$ cat src/rtl/complex_sinusoid_pkg.sv
`default_nettype none
// ============================================================================
// complex_sinusoid_pkg
// Shared CORDIC arctangent table, gain constant and FSM state encoding.
// Revision 1.0 - initial release
// ============================================================================
package complex_sinusoid_pkg;

    localparam int PHASE_WIDTH    = 32;
    localparam int MAX_ITERATIONS = 24;

    // round(atan(2^-i) / (2*pi) * 2^32): micro-rotation angles in turn units
    localparam logic [PHASE_WIDTH-1:0] ATAN_TABLE [0:MAX_ITERATIONS-1] = '{
        32'h2000_0000, 32'h12E4_051E, 32'h09FB_385B, 32'h0511_11D4,
        32'h028B_0D43, 32'h0145_D7E1, 32'h00A2_F61E, 32'h0051_7C55,
        32'h0028_BE53, 32'h0014_5F2F, 32'h000A_2F98, 32'h0005_17CC,
        32'h0002_8BE6, 32'h0001_45F3, 32'h0000_A2FA, 32'h0000_517D,
        32'h0000_28BE, 32'h0000_145F, 32'h0000_0A30, 32'h0000_0518,
        32'h0000_028C, 32'h0000_0146, 32'h0000_00A3, 32'h0000_0051
    };

    // Asymptotic CORDIC magnitude gain (~1.6468) in Q16
    localparam int CORDIC_GAIN_Q16 = 107922;

    typedef enum logic [1:0] {
        IDLE   = 2'd0,
        ROTATE = 2'd1,
        DONE   = 2'd2
    } state_e;

endpackage
`default_nettype wire

$ cat src/rtl/cordic_vectoring_stage.sv
`default_nettype none
// ============================================================================
// cordic_vectoring_stage
// One combinational vectoring-mode micro-rotation driving y towards zero.
// Revision 1.0 - initial release
// ============================================================================
module cordic_vectoring_stage
    import complex_sinusoid_pkg::*;
#(
    parameter int WIDTH = 18
) (
    input  logic signed [WIDTH-1:0]       i_x,
    input  logic signed [WIDTH-1:0]       i_y,
    input  logic        [PHASE_WIDTH-1:0] i_z,
    input  logic        [4:0]             i_shift,
    input  logic        [PHASE_WIDTH-1:0] i_atan,
    output logic signed [WIDTH-1:0]       o_x,
    output logic signed [WIDTH-1:0]       o_y,
    output logic        [PHASE_WIDTH-1:0] o_z
);

    logic signed [WIDTH-1:0] x_sh;
    logic signed [WIDTH-1:0] y_sh;

    always_comb begin
        x_sh = i_x >>> i_shift;
        y_sh = i_y >>> i_shift;
        if (!i_y[WIDTH-1]) begin
            o_x = i_x + y_sh;
            o_y = i_y - x_sh;
            o_z = i_z + i_atan;
        end else begin
            o_x = i_x - y_sh;
            o_y = i_y + x_sh;
            o_z = i_z - i_atan;
        end
    end

endmodule
`default_nettype wire

$ cat src/rtl/complex_sinusoid_freq_estimator.sv
`default_nettype none
// ============================================================================
// complex_sinusoid_freq_estimator
// Iterative CORDIC phase extraction and averaged phase-step frequency estimate.
// Revision 1.0 - initial release
// ============================================================================
module complex_sinusoid_freq_estimator
    import complex_sinusoid_pkg::*;
#(
    parameter int DATA_WIDTH = 16,
    parameter int ITERATIONS = 16,
    parameter int AVG_LOG2   = 4
) (
    input  logic                    i_clk,
    input  logic                    i_rst,
    input  logic                    i_valid,
    output logic                    o_ready,
    input  logic [DATA_WIDTH-1:0]   i_real,
    input  logic [DATA_WIDTH-1:0]   i_imag,
    output logic [PHASE_WIDTH-1:0]  o_phase,
    output logic [DATA_WIDTH+1:0]   o_mag,
    output logic                    o_phase_valid,
    output logic [PHASE_WIDTH-1:0]  o_freq_word,
    output logic                    o_freq_valid
);

    localparam int XW = DATA_WIDTH + 2;
    localparam int CW = AVG_LOG2 + 1;
    localparam int AW = PHASE_WIDTH + AVG_LOG2;
    localparam logic [CW-1:0] WINDOW_LEN = CW'(1 << AVG_LOG2);
    localparam logic [4:0]    LAST_ITER  = 5'(ITERATIONS - 1);

    state_e                  state_q, state_d;
    logic [4:0]              iter_q, iter_d;
    logic signed [XW-1:0]    x_q, x_d, y_q, y_d;
    logic [PHASE_WIDTH-1:0]  z_q, z_d;
    logic                    zero_q, zero_d;
    logic                    primed_q, primed_d;
    logic [PHASE_WIDTH-1:0]  prev_phase_q, prev_phase_d;
    logic [AW-1:0]           acc_q, acc_d;
    logic [CW-1:0]           count_q, count_d;
    logic                    ready_q, ready_d;
    logic [PHASE_WIDTH-1:0]  phase_q, phase_d;
    logic [XW-1:0]           mag_q, mag_d;
    logic                    phase_valid_q, phase_valid_d;
    logic [PHASE_WIDTH-1:0]  freq_word_q, freq_word_d;
    logic                    freq_valid_q, freq_valid_d;

    logic signed [XW-1:0]    re_ext, im_ext;
    logic signed [XW-1:0]    x_nxt, y_nxt;
    logic [PHASE_WIDTH-1:0]  z_nxt;
    logic [PHASE_WIDTH-1:0]  diff;
    logic [AW-1:0]           acc_sum;
    logic [CW-1:0]           count_inc;

    cordic_vectoring_stage #(
        .WIDTH (XW)
    ) u_stage (
        .i_x     (x_q),
        .i_y     (y_q),
        .i_z     (z_q),
        .i_shift (iter_q),
        .i_atan  (ATAN_TABLE[iter_q]),
        .o_x     (x_nxt),
        .o_y     (y_nxt),
        .o_z     (z_nxt)
    );

    assign re_ext = {{2{i_real[DATA_WIDTH-1]}}, i_real};
    assign im_ext = {{2{i_imag[DATA_WIDTH-1]}}, i_imag};

    always_comb begin
        state_d       = state_q;
        iter_d        = iter_q;
        x_d           = x_q;
        y_d           = y_q;
        z_d           = z_q;
        zero_d        = zero_q;
        primed_d      = primed_q;
        prev_phase_d  = prev_phase_q;
        acc_d         = acc_q;
        count_d       = count_q;
        ready_d       = ready_q;
        phase_d       = phase_q;
        mag_d         = mag_q;
        phase_valid_d = 1'b0;
        freq_word_d   = freq_word_q;
        freq_valid_d  = 1'b0;
        diff          = '0;
        acc_sum       = '0;
        count_inc     = '0;

        case (state_q)
            IDLE: begin
                if (i_valid && ready_q) begin
                    // Left half-plane: rotate by half a turn so CORDIC converges
                    if (i_real[DATA_WIDTH-1]) begin
                        x_d = -re_ext;
                        y_d = -im_ext;
                        z_d = 32'h8000_0000;
                    end else begin
                        x_d = re_ext;
                        y_d = im_ext;
                        z_d = '0;
                    end
                    zero_d  = (i_real == '0) && (i_imag == '0);
                    iter_d  = '0;
                    ready_d = 1'b0;
                    state_d = ROTATE;
                end
            end
            ROTATE: begin
                x_d    = x_nxt;
                y_d    = y_nxt;
                z_d    = z_nxt;
                iter_d = iter_q + 5'd1;
                if (iter_q == LAST_ITER) begin
                    phase_d       = zero_q ? phase_q : z_nxt;
                    mag_d         = x_nxt;
                    phase_valid_d = 1'b1;
                    state_d       = DONE;
                end
            end
            DONE: begin
                ready_d = 1'b1;
                state_d = IDLE;
                // A zero sample has no phase: it neither primes nor moves prev_phase
                if (!primed_q) begin
                    if (!zero_q) begin
                        primed_d     = 1'b1;
                        prev_phase_d = z_q;
                    end
                end else begin
                    diff      = zero_q ? '0 : (z_q - prev_phase_q);
                    acc_sum   = acc_q + {{AVG_LOG2{diff[PHASE_WIDTH-1]}}, diff};
                    count_inc = count_q + CW'(1);
                    if (!zero_q) begin
                        prev_phase_d = z_q;
                    end
                    if (count_inc == WINDOW_LEN) begin
                        freq_word_d  = acc_sum[AW-1:AVG_LOG2];
                        freq_valid_d = 1'b1;
                        acc_d        = '0;
                        count_d      = '0;
                    end else begin
                        acc_d   = acc_sum;
                        count_d = count_inc;
                    end
                end
            end
            default: begin
                ready_d = 1'b1;
                state_d = IDLE;
            end
        endcase
    end

    always_ff @(posedge i_clk) begin
        if (i_rst) begin
            state_q       <= IDLE;
            iter_q        <= '0;
            x_q           <= '0;
            y_q           <= '0;
            z_q           <= '0;
            zero_q        <= 1'b0;
            primed_q      <= 1'b0;
            prev_phase_q  <= '0;
            acc_q         <= '0;
            count_q       <= '0;
            ready_q       <= 1'b1;
            phase_q       <= '0;
            mag_q         <= '0;
            phase_valid_q <= 1'b0;
            freq_word_q   <= '0;
            freq_valid_q  <= 1'b0;
        end else begin
            state_q       <= state_d;
            iter_q        <= iter_d;
            x_q           <= x_d;
            y_q           <= y_d;
            z_q           <= z_d;
            zero_q        <= zero_d;
            primed_q      <= primed_d;
            prev_phase_q  <= prev_phase_d;
            acc_q         <= acc_d;
            count_q       <= count_d;
            ready_q       <= ready_d;
            phase_q       <= phase_d;
            mag_q         <= mag_d;
            phase_valid_q <= phase_valid_d;
            freq_word_q   <= freq_word_d;
            freq_valid_q  <= freq_valid_d;
        end
    end

    assign o_ready       = ready_q;
    assign o_phase       = phase_q;
    assign o_mag         = mag_q;
    assign o_phase_valid = phase_valid_q;
    assign o_freq_word   = freq_word_q;
    assign o_freq_valid  = freq_valid_q;

endmodule
`default_nettype wire

$ cat config.mk
export PLATFORM = sky130hd
export DESIGN_NAME = complex_sinusoid_freq_estimator
export DESIGN_NICKNAME = d
export VERILOG_FILES = /design/src/rtl/complex_sinusoid_pkg.sv /design/src/rtl/cordic_vectoring_stage.sv /design/src/rtl/complex_sinusoid_freq_estimator.sv
export SDC_FILE = /design/constraint.sdc
export NUM_CORES = 1
export LEC_CHECK = 0
export CAP_MARGIN = 15
export CORE_AREA = 2 2 301 273
export DETAILED_ROUTE_END_ITERATION = 6
export DIE_AREA = 0 0 303 275
export GPL_ROUTABILITY_DRIVEN = 0
export GPL_TIMING_DRIVEN = 0
export PLACE_DENSITY = 0.38
export SYNTH_ARGS = -nofsm -noshare
export SYNTH_HDL_FRONTEND = slang
export SYNTH_HIERARCHICAL = 1
export SYNTH_SLANG_ARGS = --single-unit
$ cat constraint.sdc
create_clock -name i_clk -period 11.9 [get_ports i_clk]
set_input_delay 1.19 -clock i_clk [delete_from_list [all_inputs] [get_ports i_clk]]
set_output_delay 1.19 -clock i_clk [all_outputs]
set_load 0.005 [all_outputs]
# Word-level counts from Yosys, hierarchy flattened
# Memories as Yosys holds them, arrays and structs flattened.
# Index checks and enable logic that the tools add are counted.
word_totals:
  elab_cells: 88
  mem_count: 1
  out_inout_bits: 85
  mem_bits_ro: 1024
  register_bits: 235
  inputBits: 35
mem_list:
  columns: ["name", "depth", "word_bits", "read_ports", "rd_clocked_by_memory_dff", "write_ports", "line", "text"]
  rows:
  - ["(name not given)", 32, 32, 1, 0, 0, "complex_sinusoid_freq_estimator.sv:63", ".i_atan (ATAN_TABLE[iter_q]),"]
classes:
  eq_ne: 6
  add_sub_neg: 12
  magnitude_cmp: 1
  shifts: 2
  bitwise_logic: 5
  reduce_logical: 17
  muxes: 28
op_table:
  columns: ["op", "n"]
  rows:
  - ["32-bit 2-to-1 mux", 6]
  - ["18-bit 2-to-1 mux", 6]
  - ["18-bit one-hot mux with 2 select lines", 2]
  - ["32-bit one-hot mux with 2 select lines", 1]
  - ["32-bit subtractor", 2]
  - ["18-bit adder", 2]
  - ["36-bit adder", 1]
  - ["36-bit 2-to-1 mux", 1]
  - ["16-bit negation with 18-bit output", 2]
  - ["18-bit by 5-bit >>> shifter with 18-bit output", 2]
  - ["18-bit subtractor", 2]
  - ["32-bit adder", 1]
  - ["16-bit zero test", 2]
  - ["2-bit AND reduction", 7]
  - ["5-bit by 1-bit adder with 5-bit output (second input constant)", 2]
  - ["5-bit 2-to-1 mux", 2]
  - ["5-bit one-hot mux with 2 select lines", 1]
  - ["6-bit >= comparator (second input constant)", 1]
  - ["5-bit inverter with 6-bit output", 1]
  - ["3-bit AND reduction", 2]
  - ["5-bit by 4-bit equality test with 1-bit output (second input constant)", 1]
  - ["5-bit equality test (second input constant)", 1]
  - ["1-bit 2-to-1 mux", 5]
  - ["2-bit 2-to-1 mux", 2]
  - ["11 further kinds", 16]

# Longest topological paths before layout
logic_depth:
  ltp_word: 7
  depth_mapped: 27
  ltp_nobuf: 26

# Cells and area by module
# The synthesis kept the hierarchy.
modules_own_cells:
  columns: ["module", "seq_area_each_um2", "cells_each", "area_per_inst_um2", "instances"]
  rows:
  - ["complex_sinusoid_freq_estimator", 4704.5, 1770, 13299.0, 1]
  - ["cordic_vectoring_stage", 0.0, 873, 6590.1, 1]

# Worst setup path before layout
# OpenSTA, ideal clock, no wires.
synth_timing:
  kind: "flip-flop to flip-flop"
  from: "register iter_q[0]"
  to: "register z_q[29]"
  setup_ps: 70
  period_less_slack_ps: 5422
  stages_incl_launch_ff: 26
  n_path_buf: 2
  arrival_ps: 5352
  path_slack_ps: 6478
  required_ps: 11830
  cell_sequence: "dfxtp_1 > clkbuf_1 > inv_1 > ha_1 > nand2_1 > a21oi_1 > a211oi_1 > a21oi_1 > or3_1 > nor4_1 > nand2_1 > nor4_1 > a21oi_1 > xnor2_1 > ha_1 > clkbuf_1 > a21o_1 > a21oi_1 > nor2b_1 > nor2_1 > o21ai_0 > a31oi_1 > or4b_2 > nand3_1 > nand2_1 > a21oi_1"
synth_between:
  elab_chain_cells: 7
  elab_cells_between_ends: 8
  cone_classes: "add/sub: 2; mux: 4; bitwise: 1; memory: 1"
synth_lines:
  columns: ["element", "line", "text"]
  rows:
  - ["from (decl)", "complex_sinusoid_freq_estimator.sv:34", "logic [4:0] iter_q, iter_d;"]
  - ["from (signal assigned)", "complex_sinusoid_freq_estimator.sv:178", "iter_q <= iter_d;"]
  - ["5-bit inverter with 6-bit output (implied by the code) *", "complex_sinusoid_freq_estimator.sv:63", null]
  - ["memory 32 x 32 bit *", null, null]
  - ["32-bit 2-to-1 mux (implied by the code) * (2 in a row)", "complex_sinusoid_freq_estimator.sv:63", null]
  - ["32-bit adder or 32-bit subtractor (tied branches)", "cordic_vectoring_stage.sv:31, cordic_vectoring_stage.sv:35", null]
  - ["32-bit 2-to-1 mux *", "cordic_vectoring_stage.sv:28", "if (!i_y[WIDTH-1]) begin"]
  - ["net z_nxt[29]", "complex_sinusoid_freq_estimator.sv:51", "logic [PHASE_WIDTH-1:0] z_nxt;"]
  - ["32-bit one-hot mux with 2 select lines *", "complex_sinusoid_freq_estimator.sv:93", "case (state_q)"]
  - ["to (signal assigned)", "complex_sinusoid_freq_estimator.sv:181", "z_q <= z_d;"]
  - ["to (decl)", "complex_sinusoid_freq_estimator.sv:36", "logic [PHASE_WIDTH-1:0] z_q, z_d;"]
# The timed path passes the listed nets; every way through them passes the cells marked *. The select of a mux whose other input is x is not followed.
# A chain may end at the register's enable or synchronous reset.

# Worst setup path after layout
layout_timing:
  from: "register iter_q[0]"
  to: "register phase_q[29], in the netlist o_phase[29]"
layout_between:
  elab_chain_cells: 6
  elab_cells_between_ends: 9
  cone_classes: "add/sub: 2; eq/ne: 1; mux: 3; bitwise: 1; reduce/logical: 1; memory: 1"
layout_lines:
  columns: ["element", "line", "text"]
  rows:
  - ["5-bit inverter with 6-bit output (implied by the code) *", "complex_sinusoid_freq_estimator.sv:63", null]
  - ["memory 32 x 32 bit *", null, null]
  - ["32-bit 2-to-1 mux (implied by the code) * (2 in a row)", "complex_sinusoid_freq_estimator.sv:63", null]
  - ["32-bit adder or 32-bit subtractor (tied branches)", "cordic_vectoring_stage.sv:31, cordic_vectoring_stage.sv:35", null]
  - ["32-bit 2-to-1 mux *", "cordic_vectoring_stage.sv:28", null]
  - ["net z_nxt[29]", "complex_sinusoid_freq_estimator.sv:51", null]
  - ["to (signal assigned)", "complex_sinusoid_freq_estimator.sv:188", "phase_q <= phase_d;"]
  - ["to (decl)", "complex_sinusoid_freq_estimator.sv:43", "logic [PHASE_WIDTH-1:0] phase_q, phase_d;"]
# Marked as above.

==> summary.md <==
| Metric | Value |
|---|---|
| Maxcap violations | `0` |
| WL met1 | `37.3 mm` |
| Area Growth Syn to Fin | `18.2%` |
| Number of remaining DRC errors | `18` |
| Post-synth EDFFs | `0` |
| Number of global-route vias before repair | `19600` |
| Die area | `0.0833 mm2` |
| Leading area contributor after synthesis | `dfxtp_1` |
| Nets@finish | `2987` |
| Multi-input logic area | `0.0142 mm2` |
| Routed WL per cell | `20.0 um` |
| Synth Cell Area | `0.0199 mm2` |
| Largest net degree at the start of global routing | `12` |
| Vias/cell | `5.17` |
| PostCTS Resize Cnt | `0` |
| CTS HTree Levels | `2` |
| Max Clock Freq | `0.146 GHz` |
| Final worst-path cycle share | `0.576` |
| Layout cell share with drive strength beyond 1 | `0.0552` |
| WP data required | `12.36 ns` |
| Post-CTS setup buffer count | `0` |
| Startpoint class of the critical path | `flip-flop` |
| Root buffer cell | `clkbuf_16` |
| 1st-iter DRT viols | `1675` |
| Clk sinks | `235` |
| Via count | `20100` |
| First drt pass iteration count | `7` |
| Synth Area per Inst | `7.53 um2` |
| Worst VDD drop | `81.6 uV` |
| Reg clk slew, reported paths | `0.06 ns` |
| Worst Max-Slew Pin Slew | `1.06 ns` |
| Storage cell area | `0.00470 mm2` |
| Fin Setup TNS | `0 ns` |
| TritonCTS clock tree | `built` |
| Hold WS | `0.454 ns` |
| FF-to-FF setup slack | `5.04 ns` |
| Critical path type | `reg2reg` |
| RSZ-0062 raised after global routing | `no` |
| Drt total wl | `77.9 mm` |
| Leak pwr | `8.74 nW` |
| Critical path peak fanout | `8` |
| Placed wire-length estimate | `62.3 mm` |
| Most frequent cells in the layout | `402 x nand2_1, 333 x a21oi_1, 274 x nor2_1` |
| Ys flop type | `dfxtp_1` |
| Final ANT Viol Nets | `0` |
| PwrDens | `220 mW/mm2` |
| Met2 WL post-DR | `34.3 mm` |
| Gr usage total | `0.185` |
| Largest cells by area after synthesis | `dfxtp_1 24%, ha_1 9.2%, a21oi_1 8.4%` |
| Reg2reg path depth | `26` |
| Total congestion overflow | `0` |
| Pins Over Slew Limit | `0` |
| I/O Buffers | `117` |
| Commonest non-fill, non-tap cell in the layout | `nand2_1` |
| Ys Warns | `6` |
| Flip-flop and latch count after synthesis | `235` |
| Setup Skew | `0.0209 ns` |
| Initial antenna violation count | `1` |
| CTS buffer count | `36` |
| CP arrival | `7.32 ns` |
| R2r startpoint | `iter_q[0]$_SDFFE_PP0P_` |
| Hold-fix buffers, CTS | `0` |
| Fillers | `8615` |
| Final hold viol count | `0` |
| Synth top area share | `0.237` |
| Seq/Total Area, Yosys | `0.237` |
| Max clock buf depth | `3` |
| Status | `finished with violations` |
| Min-Delay Endpoint | `prev_phase_q[4]$_SDFFE_PP0P_` |
| Syn Inst Count | `2643` |
| First-pass GRT wire length | `119 mm` |
| Violated checks | `DRC` |
| Metal3 WL | `4.36 mm` |
| FF-to-FF End | `o_phase[29]$_SDFFE_PP0P_` |
| Hold Crit Class | `reg2reg` |
| Rows | `99` |
| Critical Path End Type | `flip-flop` |
| Worst-skew pair later-pin latency | `0.55 ns` |
| Max-Slew Margin vs Limit | `0.296` |
| Min Tclk post-route | `6.86 ns` |
| I/O Pins | `120` |
| Height of the die | `275 um` |
| FFs w/ async S/R, synth | `0` |
| Unique masters post-synth | `104` |
| Hold wc startpoint | `prev_phase_q[4]$_SDFFE_PP0P_` |
| Core area | `0.0804 mm2` |
| Hold depth | `2` |
| Post-layout util | `0.293` |
| Final Setup Violations | `0` |
| Die W | `303 um` |
| Uppermost routed layer | `met4` |
| Initial Utilization | `0.247` |
where the power goes:
part / leakage [nW] / switching, mW / total [mW] / internal (mW)
clock: 0.533 / 0.413 / 1.04 / 0.627
sequential: 1.90 / 0.117 / 0.955 / 0.838
combinational: 6.30 / 1.94 / 3.18 / 1.24
total: 8.74 / 2.47 / 5.17 / 2.71
cell families (layout without fill, tap and decap cells):
group | after synthesis | count (layout) | synth area share
fa+ha+maj | 151 | 151 | 0.0969
mux | 78 | 78 | 0.0658
xor+xnor | 192 | 192 | 0.0853
simple gates | 984 | 984 | 0.223
buf+inv | 244 | 423 | 0.0488
other cells | 1 | 4 | 0.000189
compound gates | 758 | 758 | 0.243
flops | 235 | 235 | 0.237
registers in the layout, summed over array words and instances (netlist names), 18 cells and up:
name	count
x_q	18
o_freq_word	32
y_q	18
prev_phase_q	32
acc_q	36
o_mag	18
o_phase	32
z_q	32
layer usage:
layer  global-route usage  vias to the layer above
met4               0.0491                        0
met3               0.0274                      100
met1                0.257                     9634
li1                     -                     9801
met5                    0                        -
met2                0.295                      544
cells in the mapped netlist, types with 9 or more instances:
cell       number
xor2_1         76
ha_1          146
a311oi_1        9
clkbuf_1      121
a22oi_1        24
nand3_1        69
buf_1          13
nor3_1         52
inv_1          93
nand2b_1       32
a211oi_1       22
a21o_1         46
o21bai_1       20
mux2_2          9
dfxtp_1       235
a31oi_1        31
a22o_1         16
a2111oi_0      30
o21ai_0        82
nor2_1        274
mux2i_1        28
a21oi_1       333
mux4_2         34
nand4_1        13
buf_2          10
or3_1          19
and3_1         15
nand3b_1        9
nand2_1       402
nor2b_1        22
o21a_1         14
nor4_1         11
or2_2          12
o211ai_1       25
and2_1         13
xnor2_1       115
o31ai_1        10
worst max-delay path by stage:
stage	endpoint	slack, ns	depth (start not counted)	start
floorplan	z_q[29]$_SDFFE_PP0P_	6.48	25	iter_q[0]$_SDFFE_PP0P_
global placement	o_phase[29]$_SDFFE_PP0P_	5.08	26	iter_q[0]$_SDFFE_PP0P_
detailed placement	z_q[29]$_SDFFE_PP0P_	5.13	25	iter_q[0]$_SDFFE_PP0P_
CTS	o_phase[29]$_SDFFE_PP0P_	5.11	25	iter_q[0]$_SDFFE_PP0P_
global route	z_q[29]$_SDFFE_PP0P_	4.36	25	iter_q[0]$_SDFFE_PP0P_
finish	o_phase[29]$_SDFFE_PP0P_	5.04	26	iter_q[0]$_SDFFE_PP0P_
layout make-up:
class	count	area share
sequential	235	0.200
tap	1060	0.0564
clock inverter	11	0.00521
multi-input combinational	2166	0.605
antenna	1	0.000106
clock buffer	50	0.0423
buffer	150	0.0262
inverter	94	0.0150
timing repair buffer	118	0.0500
through the flow:
stage	setup slack [ns]	area, um2	power [mW]	cells
finish	5.04	23500	5.17	3885
global route	4.36	23500	5.59	3884
CTS	5.11	23500	5.19	3884
detailed placement	5.13	22400	4.10	3823
global placement	5.08	22400	4.11	3822
floorplan	6.48	19900	3.27	2645
critical path: stages, from the launching register on:
cell,delay (ns)
dfxtp_1,0.49
clkbuf_1,0.37
inv_1,0.23
ha_1,0.43
nand2_1,0.18
a21oi_1,0.22
or2_2,0.40
inv_1,0.07
ha_1,0.15
nand2b_1,0.12
nor4_1,0.57
nand2_1,0.17
nor4_1,0.50
a21oi_1,0.16
xnor2_1,0.17
ha_1,0.29
clkbuf_1,0.18
a21o_1,0.21
a21oi_1,0.18
nor2b_1,0.21
nor2_1,0.06
o21ai_0,0.14
a31oi_1,0.26
or4b_2,0.69
nand3_1,0.14
nand2_1,0.07
a21oi_1,0.13
No activity file was read; power rests on OpenSTA's default activity.
